## src/rtl/cipher_pkg.sv

```systemverilog
// Shared types for the cipher output path: one byte plus its end-of-burst tag.
package cipher_pkg;

  localparam int unsigned BYTE_W = 8;

  typedef struct packed {
    logic              last;
    logic [BYTE_W-1:0] data;
  } cbyte_t;

endpackage

```

## src/rtl/cipher_byte_fifo.sv

```systemverilog
// Register-array FIFO of tagged cipher bytes with wrap-bit pointers and a registered level.
module cipher_byte_fifo
  import cipher_pkg::*;
#(
  parameter  int unsigned DEPTH = 16,
  localparam int unsigned LVL_W = $clog2(DEPTH) + 1
) (
  input  logic             clk,
  input  logic             rst_n,
  input  logic             push_i,
  input  cbyte_t           push_data_i,
  input  logic             pop_i,
  output cbyte_t           head_o,
  output logic             empty_o,
  output logic             full_o,
  output logic             push_ok_o,
  output logic [LVL_W-1:0] level_o
);

  localparam int unsigned AW = LVL_W - 1;

  cbyte_t           mem_q [DEPTH];
  logic [LVL_W-1:0] wr_q, wr_d;
  logic [LVL_W-1:0] rd_q, rd_d;
  logic [LVL_W-1:0] level_q;
  logic             pop_ok;

  // Extra pointer MSB distinguishes full from empty when the indices coincide.
  assign empty_o   = (wr_q == rd_q);
  assign full_o    = (wr_q[AW] != rd_q[AW]) && (wr_q[AW-1:0] == rd_q[AW-1:0]);
  assign pop_ok    = pop_i && !empty_o;
  assign push_ok_o = push_i && (!full_o || pop_ok);

  always_comb begin
    wr_d = wr_q;
    rd_d = rd_q;
    if (push_ok_o) wr_d = wr_q + LVL_W'(1);
    if (pop_ok)    rd_d = rd_q + LVL_W'(1);
  end

  always_ff @(posedge clk or negedge rst_n) begin
    if (!rst_n) begin
      wr_q    <= '0;
      rd_q    <= '0;
      level_q <= '0;
    end else begin
      wr_q    <= wr_d;
      rd_q    <= rd_d;
      level_q <= wr_d - rd_d;
    end
  end

  always_ff @(posedge clk) begin
    if (push_ok_o) mem_q[wr_q[AW-1:0]] <= push_data_i;
  end

  assign head_o  = empty_o ? '0 : mem_q[rd_q[AW-1:0]];
  assign level_o = level_q;

endmodule

```

## src/rtl/cipher_out_framer.sv

```systemverilog
// Captures cipher output bytes, tags the last byte of each burst and queues them
// behind a valid/ready interface with a sticky overflow flag.
module cipher_out_framer
  import cipher_pkg::*;
#(
  parameter  int unsigned DEPTH = 16,
  localparam int unsigned LVL_W = $clog2(DEPTH) + 1
) (
  input  logic              clk,
  input  logic              rst_n,
  input  logic              din_ready,
  input  logic [BYTE_W-1:0] din_char,
  output logic              m_valid,
  input  logic              m_ready,
  output logic [BYTE_W-1:0] m_data,
  output logic              m_last,
  output logic [LVL_W-1:0]  level,
  output logic              full,
  output logic              overflow,
  input  logic              ovf_clr
);

  logic              hold_v_q, hold_v_d;
  logic [BYTE_W-1:0] hold_d_q, hold_d_d;
  logic              ovf_q, ovf_d;

  cbyte_t push_data;
  cbyte_t head;
  logic   push, push_ok, pop, drop;
  logic   fifo_empty, fifo_full;

  // The held byte is pushed one cycle late, so its tag is known: a gap ends the burst.
  assign push      = hold_v_q;
  assign push_data = '{last: !din_ready, data: hold_d_q};
  assign pop       = m_valid && m_ready;
  assign drop      = push && !push_ok;

  always_comb begin
    hold_v_d = din_ready;
    hold_d_d = din_ready ? din_char : hold_d_q;
    ovf_d    = ovf_q;
    if (drop)         ovf_d = 1'b1;
    else if (ovf_clr) ovf_d = 1'b0;
  end

  always_ff @(posedge clk or negedge rst_n) begin
    if (!rst_n) begin
      hold_v_q <= 1'b0;
      hold_d_q <= '0;
      ovf_q    <= 1'b0;
    end else begin
      hold_v_q <= hold_v_d;
      hold_d_q <= hold_d_d;
      ovf_q    <= ovf_d;
    end
  end

  cipher_byte_fifo #(
    .DEPTH(DEPTH)
  ) u_fifo (
    .clk         (clk),
    .rst_n       (rst_n),
    .push_i      (push),
    .push_data_i (push_data),
    .pop_i       (pop),
    .head_o      (head),
    .empty_o     (fifo_empty),
    .full_o      (fifo_full),
    .push_ok_o   (push_ok),
    .level_o     (level)
  );

  assign m_valid  = !fifo_empty;
  assign m_data   = head.data;
  assign m_last   = head.last;
  assign full     = fifo_full;
  assign overflow = ovf_q;

endmodule
```

## config.mk

```make
export PLATFORM = sky130hd
export DESIGN_NAME = cipher_out_framer
export DESIGN_NICKNAME = d
export VERILOG_FILES = /design/src/rtl/cipher_pkg.sv /design/src/rtl/cipher_byte_fifo.sv /design/src/rtl/cipher_out_framer.sv
export SDC_FILE = /design/constraint.sdc
export NUM_CORES = 1
export LEC_CHECK = 0
export ABC_AREA = 1
export CAP_MARGIN = 5
export CORE_MARGIN = 2
export CORE_UTILIZATION = 57
export CTS_BUF_LIST = sky130_fd_sc_hd__clkbuf_2
export DETAILED_ROUTE_END_ITERATION = 16
export PLACE_DENSITY = 0.75
export SLEW_MARGIN = 30
export SYNTH_ARGS = -nofsm -noshare
export SYNTH_HDL_FRONTEND = slang
export SYNTH_HIERARCHICAL = 1
export SYNTH_SLANG_ARGS = --single-unit
```

## constraint.sdc

```tcl
create_clock -name clk -period 4.71 [get_ports clk]
set_input_delay 0.7065 -clock clk [delete_from_list [all_inputs] [get_ports clk]]
set_output_delay 0.7065 -clock clk [all_outputs]
set_load 0.03 [all_outputs]
```

=== Yosys cells after proc, flatten, opt, wreduce, memory -nomap -nowiden ===
Memory sizes are Yosys's and may differ from the RTL's.
Index checks and enable logic that the tools add are counted.

* Flip-flop bits (word level): 25
* Memory bits (writable): 144
* Input port bits: 13
* Memories: 1

{| class="wikitable"
|+ Memories
! name !! depth !! bits a word !! rd ports !! clocked after Yosys merged registers in !! wr ports !! line !! source
|-
| u_fifo.mem_q || 16 || 9 || 1 || 0 || 1 || cipher_byte_fifo.sv:22 || <nowiki>cbyte_t mem_q [DEPTH];</nowiki>
|}

* Add/sub/neg operators: 3
* Equality and inequality tests: 3
* Multiplexer cells: 7
* Reductions and logical operators: 11

{| class="wikitable"
|+ Operators with widths
! operator !! number
|-
| $add 5x1->5 const B || 2
|-
| $mux 5 || 2
|-
| $mux 9 || 1
|-
| $eq 5x5->1 || 1
|-
| $logic_and 1x1->1 || 5
|-
| $sub 5x5->5 || 1
|-
| $eq 4x4->1 || 1
|-
| $logic_not 1->1 || 4
|-
| $mux 1 || 4
|-
| $reduce_bool 2->1 || 1
|-
| $logic_or 1x1->1 || 1
|-
| $ne 1x1->1 || 1
|}

=== Logic depth before layout (Yosys ltp) ===
* Word-level depth: 9
* Mapped depth: 22
* Gate-level depth less buffers: 21

=== By module ===
The synthesis kept the hierarchy.

{| class="wikitable"
|+ By module, submodules not included
! module !! instances !! cells an instance !! area an instance (sq um) !! sequential area each (sq um)
|-
| cipher_byte_fifo || 1 || 543 || 6676.4 || 4699.5
|-
| cipher_out_framer || 1 || 44 || 385.4 || 250.2
|}

=== Least setup slack after synthesis ===
No wires, ideal clock.

* Kind: reg-to-reg
* From: reg u_fifo.rd_q[1]
* To: reg u_fifo.level_q[4], in the netlist u_fifo/level_o[4]
* Library setup time: 0.117 ns
* Data arrival time: 2.768 ns
* Required time: 4.593 ns
* Setup slack: 1.824 ns
* Stages on the path, launching flop included: 20
* Path buffers: 1
* Cells stage by stage: dfrtp_1 buf_4 inv_2 nand2_1 nand2_1 nor2_4 nand3_2 clkinv_1 nor2_1 inv_1 nand4_2 nand2_2 xor2_1 ha_1 inv_1 fa_1 a31oi_1 inv_1 nand3_1 nand2_1

* Longest elaborated chain between the ends: 8

{| class="wikitable"
|+ RTL lines
! what !! line !! source
|-
| from (decl) || cipher_byte_fifo.sv:24 || <nowiki>logic [LVL_W-1:0] rd_q, rd_d;</nowiki>
|-
| from (signal assigned) || cipher_byte_fifo.sv:48 || <nowiki>rd_q <= rd_d;</nowiki>
|-
| $eq 5x5->1 (*) || cipher_byte_fifo.sv:29 || <nowiki>assign empty_o = (wr_q == rd_q);</nowiki>
|-
| named net fifo_empty || cipher_out_framer.sv:30 || <nowiki>logic fifo_empty, fifo_full;</nowiki>
|-
| $logic_not 1->1 (*) || cipher_out_framer.sv:73 || <nowiki>assign m_valid = !fifo_empty;</nowiki>
|-
| $logic_and 1x1->1 (*) || cipher_out_framer.sv:35 || <nowiki>assign pop = m_valid && m_ready;</nowiki>
|-
| named net pop || cipher_out_framer.sv:29 || <nowiki>logic push, push_ok, pop, drop;</nowiki>
|-
| $logic_and 1x1->1 (*) || cipher_byte_fifo.sv:31 || <nowiki>assign pop_ok = pop_i && !empty_o;</nowiki>
|-
| $logic_or 1x1->1 || cipher_byte_fifo.sv:32 || <nowiki>assign push_ok_o = push_i && (!full_o || pop_ok);</nowiki>
|-
| $logic_and 1x1->1 || cipher_byte_fifo.sv:32 ||
|-
| $mux 5 || cipher_byte_fifo.sv:37 || <nowiki>if (push_ok_o) wr_d = wr_q + LVL_W'(1);</nowiki>
|-
| $sub 5x5->5 (*) || cipher_byte_fifo.sv:49 || <nowiki>level_q <= wr_d - rd_d;</nowiki>
|-
| to (signal assigned) || cipher_byte_fifo.sv:49 ||
|-
| to (decl) || cipher_byte_fifo.sv:25 || <nowiki>logic [LVL_W-1:0] level_q;</nowiki>
|}

The timed path passes the listed nets; every way through them passes the cells marked *.
A chain may end at the register's enable or synchronous reset.

=== Worst setup path after layout ===
* From: reg u_fifo.rd_q[1]
* To: out m_data[6]

* Longest elaborated chain between the ends: 2

{| class="wikitable"
|+ RTL lines
! what !! line !! source
|-
| $eq 5x5->1 || cipher_byte_fifo.sv:29 ||
|-
| named net fifo_empty || cipher_out_framer.sv:30 ||
|-
| $mux 9 || cipher_byte_fifo.sv:57 || <nowiki>assign head_o = empty_o ? '0 : mem_q[rd_q[AW-1:0]];</nowiki>
|-
| to (decl) || cipher_out_framer.sv:15 || <nowiki>output logic [BYTE_W-1:0] m_data,</nowiki>
|}

The timed path passes the listed nets, and every way through them passes these cells.

==> reports/qor.log <==
[status] result of the run complete, no violations
[pwr] areal power density over the cells 648 mW/mm2
[global_route] via count of the first global-routing pass 4449
[critical_path] cells traversed along the worst timing path buf_4 > nand2_1 > nand2_1 > nor2_4 > nand3_2 > clkinv_1 > a31oi_1 > clkdlybuf4s50_1
[logic_synthesis] ys flop type sky130_fd_sc_hd__edfxtp_1
[sta] Slew Limit Headroom 37.0%
[floorplanning] Initial Util 58.5%
[logic_synthesis] synthesized netlist net count 610
[layout] flip-flop and latch area 0.00495 mm2
[logic_synthesis] asr flop ratio synth 14.8%
[cts] number of gates resized after cts 0
[logic_synthesis] Synth area leader sky130_fd_sc_hd__edfxtp_1
[floorplanning] die footprint 0.0133 mm2
[flow_run] Max Cap Viol 0
[logic_synthesis] number of register bits inferred by synthesis 169
[critical_path] Reg2Reg Launch Point u_fifo/rd_q[1]
[route] final routed wirelength across all metal layers 14.9 mm
[layout] fraction of layout cells with a size suffix above 1 9.94%
[layout] Syn-to-layout area delta 9.37%
[floorplanning] num rows 40
[cts] Root Buffer sky130_fd_sc_hd__clkbuf_2
[sta] setup violation total in the final timing report 0
[floorplanning] Die Wd 115 um
[layout] Multi-input gate area 0.00184 mm2
[cts] number of buffers created by CTS 17
[global_route] wire length of the first global-routing pass 23.2 mm
[cts] clock network latency to the later pin of the worst-skew pair 0.73 ns
[global_route] number of antenna violations at the first check in global routing 0
[route] post-route DRC violation count 0
[critical_path] cell family contributing the most delay on the critical path buffers and inverters
[critical_path] critical path buffer and inverter count 3
[critical_path] worst endpoint data arrival time 3.42 ns
[layout] Total Nets Final 638
[cts] clock slew at the register clock pins of the worst setup and hold paths 0.20 ns
[critical_path] CP Max Fanout 53
[sta] max frequency 242 MHz
[route] DR WL/cell 18.8 um
[logic_synthesis] Warnings, synthesis 6
[cts] CTS sink cnt 169
[logic_synthesis] cell types occupying the most area after synthesis sky130_fd_sc_hd__edfxtp_1 61%, sky130_fd_sc_hd__dfrtp_1 8.9%, sky130_fd_sc_hd__nor2_1 5.6%, sky130_fd_sc_hd__o21ai_0 5.3%, sky130_fd_sc_hd__nand2_1 3.8%
[sta] Final Max Slew Viols 0
[logic_synthesis] most common cell in the synthesized netlist sky130_fd_sc_hd__edfxtp_1
[layout] Filler cells 910
[layout] number of diodes added for antenna fixing 0
[logic_synthesis] proportion of netlist area held by the largest area contributor 61.2%
[route] DRT iter0 DRCs 722
[route] vias per cell 5.76
[route] antenna viol nets, final 0
[placed_design] dpl cells 763
[critical_path] peak per-stage delay on the critical path 0.72 ns
[cts] count of H-tree levels built during CTS 4
[min_path] classification of the worst-slack hold path primary input to async pin
[critical_path] data required time at the worst endpoint 4.00 ns
[pwr] total leakage power 0.00276 uW
[floorplanning] Core Area 0.0121 mm2
[sta] setup repair after global routing missed its margin false
[floorplanning] Die Y-Extent 115 um
[critical_path] Critical Setup Path Class register to output pin
[placed_design] count of input and output buffers 29
[sta] final number of hold-violating endpoints 0
[placed_design] Routability Congestion 0.865
[critical_path] cell with the largest stage delay on the worst path sky130_fd_sc_hd__clkdlybuf4s50_1
[sta] clock skew after layout 0.0249 ns
[logic_synthesis] post-synthesis instance area 0.00706 mm2
[route] via total after detailed routing 4558
[cts] count of buffers added by post-CTS timing repair for setup 0
[global_route] maximum number of pins on one net before global-route repair 75
[sta] Period minus WS final 4.13 ns
[route] number of optimization iterations in the first detailed-route pass 7
[sta] Slew @ Worst Pin 0.941 ns
[logic_synthesis] EDFF count, synth 144
[logic_synthesis] number of different library cells in the post-synthesis netlist 30
[critical_path] cell occurring most often along the worst timing path sky130_fd_sc_hd__nand2_1
[global_route] GRT Residual Overflow 0
[logic_synthesis] portion of the post-synthesis area used by sequential elements 70.1%
[logic_synthesis] Avg Cell Area, Syn 12.0 um2
[placed_design] half-perimeter wire length of the detailed placement result 9.20 mm
[critical_path] reg-to-reg setup timing slack 0.98 ns
[critical_path] Setup crit start u_fifo/rd_q[1]
[floorplanning] io pins 30
[critical_path] CP Launch Type register
[cts] maximum buffer depth of the clock tree 2
[critical_path] kind of end point of the critical path output pin
[critical_path] R2R Path End u_fifo/level_o[4]
[logic_synthesis] top cells by instance count after synthesis 144 x sky130_fd_sc_hd__edfxtp_1, 106 x sky130_fd_sc_hd__nor2_1, 75 x sky130_fd_sc_hd__o21ai_0
[sta] Post-Route Setup TNS 0 ns
[cts] clock tree from TritonCTS built
[global_route] combined global-route utilization of all metal layers 24.0%
[logic_synthesis] number of cells produced by synthesis 587
[sta] share of the cycle needed by the critical path after routing 87.6%
[layout] number of cells in the finished layout apart from fillers 792
[pwr] worst voltage drop across the vdd grid 583 uV
[critical_path] cells on worst reg2reg path 17
registers in the layout, summed over array words and instances, names as in the netlist:
register / cells
u_fifo/mem_q: 144
u_fifo/rd_q: 5
u_fifo/level_o: 5
hold_v_q: 1
u_fifo/wr_q: 5
overflow: 1
hold_d_q: 8
cells in the final DEF (no fill, tap or decap), types with 2 or more instances in the layout:
cell type and n:
sky130_fd_sc_hd__xor2_1 9, sky130_fd_sc_hd__inv_2 8, sky130_fd_sc_hd__nand3_1 15, sky130_fd_sc_hd__dfrtp_1 24, sky130_fd_sc_hd__a31oi_1 10, sky130_fd_sc_hd__bufinv_16 4
sky130_fd_sc_hd__buf_4 8, sky130_fd_sc_hd__clkinv_1 3, sky130_fd_sc_hd__o21ai_0 75, sky130_fd_sc_hd__clkdlybuf4s50_1 28, sky130_fd_sc_hd__inv_1 23, sky130_fd_sc_hd__nand2_4 3
sky130_fd_sc_hd__nand2_1 72, sky130_fd_sc_hd__clkinvlp_4 2, sky130_fd_sc_hd__o211ai_1 18, sky130_fd_sc_hd__nor2_4 2, sky130_fd_sc_hd__ha_1 9, sky130_fd_sc_hd__nand2_2 6
sky130_fd_sc_hd__nor2_1 105, sky130_fd_sc_hd__clkbuf_2 19, sky130_fd_sc_hd__o22ai_1 22, sky130_fd_sc_hd__edfxtp_1 144, sky130_fd_sc_hd__nor2_2 2, sky130_fd_sc_hd__nand3_2 2
how the worst max path moves through the flow:
stage               slack, ns  cells after the start           endpoint
global route             0.37                      8          m_data[6]
finish                   0.58                      8          m_data[6]
global placement         1.23                     18  u_fifo/level_o[4]
detailed placement       1.02                     17  u_fifo/level_o[4]
floorplan                1.82                     19  u_fifo/level_o[4]
CTS                      0.56                      8          m_data[6]
cells by family (layout without fill, tap and decap cells):
group                    after synthesis  in the layout  synth area share, %
AND/OR/NAND/NOR                      209            209                 12.5
flip-flops                           169            169                 70.1
XOR/XNOR                              11             11                 1.47
AO/OA/AOI/OAI                        126            126                 10.1
buffers and inverters                 62             99                 3.95
adder cells (fa/ha/maj)               10             10                 1.88
where the power goes:
part | total, uW | internal (uW) | switching (uW)
combinational | 2240 | 747 | 1490
sequential | 1980 | 1840 | 131
clock | 789 | 340 | 449
layout make-up:
| class | instances | share of cell area (%) |
|---|---|---|
| Tap cell | 168 | 2.72 |
| Clock buffer | 19 | 1.23 |
| Sequential cell | 169 | 64.1 |
| Clock inverter | 9 | 1.98 |
| Inverter | 33 | 1.60 |
| Timing Repair Buffer | 38 | 4.60 |
| Multi-Input combinational cell | 356 | 23.8 |
per-layer routing:
metal | wire (um) | global-route usage (%) | up-vias
met1 | 6170 | 33.0 | 2204
li1 | - | - | 2115
met2 | 7140 | 37.7 | 215
met4 | 272 | 9.00 | 0
met5 | 0 | 0 | -
met3 | 1300 | 5.59 | 24
metrics by stage:
stage | area, um2 | util, % | hold WS (ns) | worst slack [ns] | power, uW
finish | 7720 | 64.0 | 0.460 | 0.583 | 5010
global route | 7720 | 64.0 | 0.437 | 0.373 | 5300
CTS | 7720 | 64.0 | 0.409 | 0.556 | 5010
detailed placement | 7460 | 61.9 | 0.487 | 1.02 | 4220
global placement | 7470 | 61.9 | 0.464 | 1.23 | 4180
floorplan | 7060 | - | 0.411 | 1.82 | 3530
what timing repair did:
action | in CTS | in global routing
setup endpoints to repair | 0 | 0
hold buffers | 1 | 0
endpoints found under the hold margin | 25 | 0
Power figures use the tool's default switching activity.
